<file path="config.mk">
export PLATFORM = sky130hd
export DESIGN_NAME = ysyx_24100005_mem_arbiter
export DESIGN_NICKNAME = d
export VERILOG_FILES = /design/src/rtl/ysyx_24100005_mem_pkg.sv /design/src/rtl/ysyx_24100005_rr_arb2.sv /design/src/rtl/ysyx_24100005_mem_arbiter.sv
export SDC_FILE = /design/constraint.sdc
export NUM_CORES = 1
export LEC_CHECK = 0
export ABC_CLOCK_PERIOD_IN_PS = 2130
export CORE_MARGIN = 10
export CORE_UTILIZATION = 36
export DETAILED_ROUTE_END_ITERATION = 10
export DONT_BUFFER_PORTS = 1
export RECOVER_POWER = 25
export SLEW_MARGIN = 0
export SYNTH_ARGS = -nofsm -noshare
export SYNTH_HDL_FRONTEND = slang
export SYNTH_SLANG_ARGS = --single-unit
</file>
<file path="constraint.sdc">
create_clock -name clk -period 2.13 [get_ports clk]
set_input_delay 0 -clock clk [delete_from_list [all_inputs] [get_ports clk]]
set_output_delay 0 -clock clk [all_outputs]
set_load 0.02 [all_outputs]
</file>
<file path="src/rtl/ysyx_24100005_mem_pkg.sv">
// Shared types and default sizing for the IFU/LSU memory arbiter.
package ysyx_24100005_mem_pkg;

    localparam int ADDR_W_DEF  = 32;
    localparam int DATA_W_DEF  = 32;
    localparam int TIMEOUT_DEF = 255;

    typedef enum logic [1:0] {
        ST_IDLE,
        ST_REQ,
        ST_WAIT,
        ST_RESP
    } state_e;

    typedef enum logic {
        OWN_IFU = 1'b0,
        OWN_LSU = 1'b1
    } owner_e;

endpackage

</file>
<file path="src/rtl/ysyx_24100005_rr_arb2.sv">
// Two-way round-robin arbiter: bit 0 is the IFU, bit 1 is the LSU.
module ysyx_24100005_rr_arb2
    import ysyx_24100005_mem_pkg::*;
(
    input  logic       clk,
    input  logic       rst,
    input  logic [1:0] req_i,
    input  logic       advance_i,
    output logic [1:0] gnt_o
);

    owner_e lastGrant_q, lastGrant_d;

    // On a conflict the requester that did not win last time gets the grant.
    always_comb begin
        gnt_o       = req_i;
        lastGrant_d = lastGrant_q;
        if (req_i == 2'b11) begin
            gnt_o = (lastGrant_q == OWN_LSU) ? 2'b01 : 2'b10;
        end
        if (advance_i && (gnt_o != 2'b00)) begin
            lastGrant_d = gnt_o[1] ? OWN_LSU : OWN_IFU;
        end
    end

    always_ff @(posedge clk or negedge rst) begin
        if (!rst) begin
            lastGrant_q <= OWN_IFU;
        end else begin
            lastGrant_q <= lastGrant_d;
        end
    end

endmodule

</file>
<file path="src/rtl/ysyx_24100005_mem_arbiter.sv">
// Shares one memory port between the IFU and LSU, one transaction in flight,
// with a bounded wait that turns a silent memory into an error response.
module ysyx_24100005_mem_arbiter
    import ysyx_24100005_mem_pkg::*;
#(
    parameter int ADDR_W  = ADDR_W_DEF,
    parameter int DATA_W  = DATA_W_DEF,
    parameter int TIMEOUT = TIMEOUT_DEF
) (
    input  logic              clk,
    input  logic              rst,
    input  logic              ifu_req_valid,
    output logic              ifu_req_ready,
    input  logic [ADDR_W-1:0] ifu_addr,
    output logic              ifu_resp_valid,
    output logic [DATA_W-1:0] ifu_rdata,
    output logic              ifu_resp_err,
    input  logic              lsu_req_valid,
    output logic              lsu_req_ready,
    input  logic [ADDR_W-1:0] lsu_addr,
    input  logic              lsu_wen,
    input  logic [DATA_W-1:0] lsu_wdata,
    input  logic [7:0]        lsu_wmask,
    output logic              lsu_resp_valid,
    output logic [DATA_W-1:0] lsu_rdata,
    output logic              lsu_resp_err,
    output logic              mem_req_valid,
    input  logic              mem_req_ready,
    output logic [ADDR_W-1:0] mem_addr,
    output logic              mem_wen,
    output logic [DATA_W-1:0] mem_wdata,
    output logic [7:0]        mem_wmask,
    input  logic              mem_resp_valid,
    input  logic [DATA_W-1:0] mem_rdata
);

    localparam int CNT_W = $clog2(TIMEOUT + 1);

    state_e            state_q, state_d;
    owner_e            owner_q;
    logic [ADDR_W-1:0] addr_q;
    logic              wen_q;
    logic [DATA_W-1:0] wdata_q;
    logic [7:0]        wmask_q;
    logic [DATA_W-1:0] rdata_q;
    logic              err_q;
    logic [CNT_W-1:0]  timeoutCnt_q;
    logic [1:0]        grant;
    logic              handshake;
    logic              timeoutHit;

    ysyx_24100005_rr_arb2 u_arb (
        .clk       (clk),
        .rst       (rst),
        .req_i     ({lsu_req_valid, ifu_req_valid}),
        .advance_i (handshake),
        .gnt_o     (grant)
    );

    assign handshake  = (ifu_req_valid & ifu_req_ready) | (lsu_req_valid & lsu_req_ready);
    assign timeoutHit = (timeoutCnt_q >= CNT_W'(TIMEOUT - 1));

    always_ff @(posedge clk or negedge rst) begin
        if (!rst) begin
            state_q <= ST_IDLE;
        end else begin
            state_q <= state_d;
        end
    end

    always_comb begin
        state_d = state_q;
        case (state_q)
            ST_IDLE: if (handshake)                     state_d = ST_REQ;
            ST_REQ:  if (mem_req_ready)                 state_d = ST_WAIT;
            ST_WAIT: if (mem_resp_valid || timeoutHit)  state_d = ST_RESP;
            ST_RESP:                                    state_d = ST_IDLE;
            default:                                    state_d = ST_IDLE;
        endcase
    end

    // Instruction fetches carry no write payload, so their store fields are zeroed at latch time.
    always_ff @(posedge clk or negedge rst) begin
        if (!rst) begin
            owner_q      <= OWN_IFU;
            addr_q       <= '0;
            wen_q        <= 1'b0;
            wdata_q      <= '0;
            wmask_q      <= '0;
            rdata_q      <= '0;
            err_q        <= 1'b0;
            timeoutCnt_q <= '0;
        end else begin
            case (state_q)
                ST_IDLE: begin
                    if (handshake) begin
                        owner_q <= grant[1] ? OWN_LSU : OWN_IFU;
                        addr_q  <= grant[1] ? lsu_addr : ifu_addr;
                        wen_q   <= grant[1] & lsu_wen;
                        wdata_q <= grant[1] ? lsu_wdata : '0;
                        wmask_q <= grant[1] ? lsu_wmask : 8'h00;
                    end
                end
                ST_REQ: begin
                    if (mem_req_ready) begin
                        timeoutCnt_q <= '0;
                    end
                end
                ST_WAIT: begin
                    if (timeoutCnt_q != CNT_W'(TIMEOUT)) begin
                        timeoutCnt_q <= timeoutCnt_q + CNT_W'(1);
                    end
                    if (mem_resp_valid) begin
                        rdata_q <= mem_rdata;
                        err_q   <= 1'b0;
                    end else if (timeoutHit) begin
                        rdata_q <= '0;
                        err_q   <= 1'b1;
                    end
                end
                default: ;
            endcase
        end
    end

    // Readys are gated by reset so every output is quiet while reset is held.
    always_comb begin
        ifu_req_ready  = 1'b0;
        lsu_req_ready  = 1'b0;
        mem_req_valid  = 1'b0;
        mem_addr       = '0;
        mem_wen        = 1'b0;
        mem_wdata      = '0;
        mem_wmask      = 8'h00;
        ifu_resp_valid = 1'b0;
        ifu_rdata      = '0;
        ifu_resp_err   = 1'b0;
        lsu_resp_valid = 1'b0;
        lsu_rdata      = '0;
        lsu_resp_err   = 1'b0;
        if (rst && (state_q == ST_IDLE)) begin
            ifu_req_ready = grant[0];
            lsu_req_ready = grant[1];
        end
        if (state_q == ST_REQ) begin
            mem_req_valid = 1'b1;
            mem_addr      = addr_q;
            mem_wen       = wen_q;
            mem_wdata     = wdata_q;
            mem_wmask     = wmask_q;
        end
        if (state_q == ST_RESP) begin
            if (owner_q == OWN_IFU) begin
                ifu_resp_valid = 1'b1;
                ifu_rdata      = rdata_q;
                ifu_resp_err   = err_q;
            end else begin
                lsu_resp_valid = 1'b1;
                lsu_rdata      = rdata_q;
                lsu_resp_err   = err_q;
            end
        end
    end

endmodule

</file>
Yosys cells after proc, flatten, opt, wreduce, memory -nomap -nowiden --
Cells that the tools add are included. Widths: inputs -> output; s select.
Cells by class: add/sub/neg operators 1, $lt $le $gt $ge 1, equal/unequal tests 9, muxes and demuxes 36, bitwise operators 4, reductions and logical operators 11
Operator list (number):
- $mux 32 | 10
- $mux 8 | 4
- $pmux 8 s2 | 1
- $mux 1 | 15
- $mux 2 | 5
- $add 8x1->8 const B | 1
- $ge 8x8->1 const B | 1
- $ne 8x8->1 const B | 1
- $pmux 2 s4 | 1
- $eq 2x2->1 const B | 3
- $ne 2x2->1 const B | 3
- $reduce_and 3->1 | 2
- $reduce_bool 2->1 | 3
- $reduce_and 2->1 | 2
- $and 1x1->1 | 3
- $eq 2x1->1 const B | 1
- $logic_and 1x1->1 | 2
- $logic_not 2->1 | 1
- $ne 2x1->1 const B | 1
- $logic_or 1x1->1 | 1
- $or 1x1->1 | 1
Storage, ports and cells: bits in registers 118, input bits 143, output and inout port bits 144, logic and storage cells 72

Logic depth before layout (Yosys ltp) --
word-level depth 7, gate-level depth with buffers 8, mapped depth without buffers 6

Cells and area by module --
Synthesis repeated with hierarchy kept, for this count alone.
Second synthesis, totals: cell total of the unflattened synthesis 640, area total of the unflattened synthesis 5939.4 um2
Modules (own cells, without submodules):
- ysyx_24100005_mem_arbiter | instances 1, cells an instance 634, area an instance 5884.4 um2, sequential area each 2927.8 um2
- ysyx_24100005_rr_arb2 | instances 1, cells an instance 6, area an instance 55.1 um2, sequential area each 25.0 um2

Least setup slack after synthesis --
No wires, ideal clock.
kind reg-to-reg, start reg state_q[1], end reg timeoutCnt_q[6], setup time 71 ps, data arrival time 1663 ps, required time 2059 ps, slack 396 ps, stages on the path, launching flop included 7, buffers on the path 0, clock period less this slack 1734 ps, path through dfrtp_1 > inv_1 > ha_1 > mux2_2 > and3_1 > a41o_1 > nor2_1
On the way: longest elaborated chain between the ends 3, elaborated cells on any way between the ends 7, classes of those cells eq/ne: 4; mux: 1; reduce/logical: 2
Ends and longest elaborated chain:
- start, declared | RTL line ysyx_24100005_mem_arbiter.sv:39 | state_e state_q, state_d;
- start signal, assigned | RTL line ysyx_24100005_mem_arbiter.sv:67 | state_q <= state_d;
- $eq 2x2->1 or $eq 2x1->1 (tied branches) | RTL line ysyx_24100005_mem_arbiter.sv:94 | case (state_q)
- $ne 2x2->1 (no source line) or $reduce_bool 2->1 (tied branches)
- $reduce_and 3->1 (no source line)
- end signal, assigned | RTL line ysyx_24100005_mem_arbiter.sv:111 | timeoutCnt_q <= timeoutCnt_q + CNT_W'(1);
- end, declared | RTL line ysyx_24100005_mem_arbiter.sv:47 | logic [CNT_W-1:0] timeoutCnt_q;
Several ways; a longest one is shown, not always the timed one. A chain may end at the register's enable or synchronous reset.

Worst setup path in the final report --
start reg u_arb.lastGrant_q, end reg addr_q[21]
On the way: longest elaborated chain between the ends 6, elaborated cells on any way between the ends 9, classes of those cells mux: 5; bitwise: 3; reduce/logical: 1
Ends and longest elaborated chain:
- start, declared | RTL line ysyx_24100005_rr_arb2.sv:12 | owner_e lastGrant_q, lastGrant_d;
- start signal, assigned | RTL line ysyx_24100005_rr_arb2.sv:30 | lastGrant_q <= lastGrant_d;
- $mux 2 * | RTL line ysyx_24100005_rr_arb2.sv:19 | gnt_o = (lastGrant_q == OWN_LSU) ? 2'b01 : 2'b10;
- $mux 2 * | RTL line ysyx_24100005_rr_arb2.sv:18 | if (req_i == 2'b11) begin
- $mux 1 | RTL line ysyx_24100005_mem_arbiter.sv:141 | if (rst && (state_q == ST_IDLE)) begin
- $and 1x1->1 | RTL line ysyx_24100005_mem_arbiter.sv:60 | assign handshake = (ifu_req_valid & ifu_req_ready) | (lsu_req_valid & lsu_req_ready);
- $or 1x1->1 | RTL line ysyx_24100005_mem_arbiter.sv:60
- $reduce_and 2->1 (no source line)
- end signal, assigned | RTL line ysyx_24100005_mem_arbiter.sv:98 | addr_q <= grant[1] ? lsu_addr : ifu_addr;
- end, declared | RTL line ysyx_24100005_mem_arbiter.sv:41 | logic [ADDR_W-1:0] addr_q;
Mark *: on every way between the ends. The rest lies on a longest branch, timed or not.

==> flow_metrics.tcl <==
set metrics [dict create \
    setup_tns_ps 0 \
    power_uw 10500 \
    num_rows 46 \
    grt_usage 0.176 \
    cts_root_buffer "clkbuf_16" \
    grt_pass1_vias 5259 \
    syn_area_mm2 0.00577 \
    setup_violations 0 \
    cts_resized 0 \
    drt_pre_antenna_iters 5 \
    rsz0062_at_grt "false" \
    antenna_found_initial 1 \
    min_period_ps 1990 \
    cts_buffers 17 \
    crit_buf_inv 2 \
    ys_top_cells_by_area "dfrtp_1, and2_1, a22o_1, mux2i_1, and3_1" \
    vias 4784 \
    clock_sinks 118 \
    crit_type "register to register" \
    synth_top_cell_area_share 0.512 \
    yosysTopAreaCell "dfrtp_1" \
    h-tree-depth 4 \
    cap_violations 0 \
    nFillCells 1352 \
    clk_latency_ps 420 \
    violations "negative hold slack" \
    wl_per_cell_um 21.3 \
    final_hold_viol_count 118 \
    clk_pin_slew_ps 50 \
    most-common-layout-cells "dlygate4sd3_1, dfrtp_1, and2_1, a22o_1, nand2_1" \
    path_max_fanout 33 \
    fin_ws_ps 144 \
    synth_cell_types 36 \
    hold_buffers 142 \
    holdWs_ps -713 \
    multi_input_area_mm2 0.00259 \
    startpoint_type "register" \
    regArea_mm2 0.00295 \
    cp-startpoint "u_arb.lastGrant_q" \
    routed_wl_mm 19.3 \
    rrSetupSlack_ps 140 \
    cp-end-kind "register" \
    cts_tree "done" \
    fin_skew_ps 6.22 \
    worstMarginPinSlew_ps 854 \
    critPathArrivalTime_ps 2280 \
    final_common_cell "dlygate4sd3_1" \
    die_h_um 147 \
    area_growth_pct 38.3 \
    hpwl_mm 12.6 \
    pre_cts_slack_ps 240 \
    powerDensity_mw_per_mm2 1310 \
    r2r-end "addr_q[21]" \
    final_cell_area_mm2 0.00798 \
    ir_drop_mv 0.616 \
    required_ps 2420 \
    instances_no_fill 905 \
    ys_warn_count 0 \
    layout-drive-gt1-share 0.0756 \
    hold_path_class "input port to async pin" \
    drt_iter0_drc 267 \
    gp_congestion 0.854 \
    place_area_mm2 0.00597 \
    period_share 0.932 \
    dieArea_mm2 0.0215 \
    placeableCoreArea_mm2 0.0158 \
    cts_buffer_depth 2 \
    start_util 0.366 \
    syn-num-nets 695 \
    place_inst 730 \
    avgSynthCellArea_um2 10.6 \
    power.leakage_uw 0.00378 \
    grt.overflow.total 0 \
    finalMaxSlewViolations 0 \
    ys_ff_latch 118 \
    die_x_um 147 \
    yosysSeqAreaShare 0.512 \
    viasPerCell 5.29 \
    timing.rr.start "u_arb.lastGrant_q" \
    cts_setup_buffers 0 \
    reg2reg_depth 5 \
    netlist_instances 546 \
    grt_pass1_wl_mm 30.3 \
    fmax_mhz 504 \
    drc 0 \
    cp_slowest_cell "dlygate4sd3_1" \
    io_pins 287 \
    io_buffers 0 \
    cpPeakStageDelay_ps 590 \
    layout.nets 824 \
    crit_chain "a21boi_4 > buf_12 > mux2i_1 > dlygate4sd3_1 > o21ai_1" \
    grt_start_max_net_pins 121 \
    cp_top_family "buffers and inverters" \
    slew_headroom 0.429 \
    status "finished, violations left" \
    antenna_left 0 \
]
[metal layers]
| metal | up-vias | global-route usage | wire, µm |
|---|---|---|---|
| li1 | 2176 | - | - |
| met1 | 2331 | 0.198 | 7670 |
| met2 | 240 | 0.281 | 9120 |
| met3 | 37 | 0.0819 | 1950 |
| met4 | 0 | 0.0736 | 514 |
| met5 | - | 0 | 0 |
[power by group]
group	switching (µW)	internal, µW	leakage (µW)
registers	648	3220	0.00151
clock network	1030	1780	0.000278
logic	2290	1500	0.00200
total	3960	6500	0.00378
[area by class of cell]
class,count,area share
timing repair buffer,155,0.195
clock inverter,12,0.0160
sequential,118,0.370
multi-input combinational,377,0.325
antenna,1,0.000314
tap,216,0.0339
clock buffer,20,0.0572
inverter,6,0.00282
[worst max path at each step]
stage | endpoint | cells past startpoint
2_1_floorplan | timeoutCnt_q[6] | 6
3_3_place_gp | wdata_q[30] | 6
3_5_place_dp | timeoutCnt_q[3] | 6
4_1_cts | mem_addr[5] | 4
5_1_grt | mem_addr[5] | 4
6_report | addr_q[21] | 5
[registers in the layout, indices dropped and copies added (netlist names)]
name	cells
state_q	2
owner_q	1
timeoutCnt_q	8
wmask_q	8
rdata_q	32
err_q	1
wdata_q	32
wen_q	1
u_arb.lastGrant_q	1
addr_q	32
[cells in the mapped netlist (all sizes together)]
library cell / n
o21ai: 38
o21a: 1
o21bai: 2
nor2: 4
mux2i: 33
a22o: 73
o32a: 1
or3: 1
and2: 110
mux2: 2
nand2: 44
or4: 1
inv: 6
xor2: 1
clkbuf: 30
nor2b: 2
a21oi: 6
buf: 15
a41o: 1
o31ai: 1
a21boi: 1
and3: 36
nand4: 3
a31oi: 1
dfrtp: 118
nor3: 2
ha: 6
nand3: 4
o211ai: 3
[worst reg2reg max path, stage by stage, from the launching register on]
cell and delay, ps:
dfrtp_1 440, a21boi_4 190, buf_12 250, mux2i_1 340
dlygate4sd3_1 590, o21ai_1 60
[logic make-up after synthesis]
family | after synthesis | synth area share
XOR/XNOR | 1 | 0.00152
multiplexers | 35 | 0.0611
AO/OA/AOI/OAI | 128 | 0.165
adder cells (fa/ha/maj) | 6 | 0.0130
buffers and inverters | 51 | 0.0438
flip-flops | 118 | 0.512
AND/OR/NAND/NOR | 207 | 0.204
[stage by stage]
step | hold WS [ps] | util
2_1_floorplan | -296 | -
3_3_place_gp | -290 | 0.379
3_5_place_dp | -291 | 0.379
4_1_cts | -734 | 0.506
5_1_grt | -738 | 0.506
6_report | -713 | 0.506
Power figures use the tool's default switching activity.
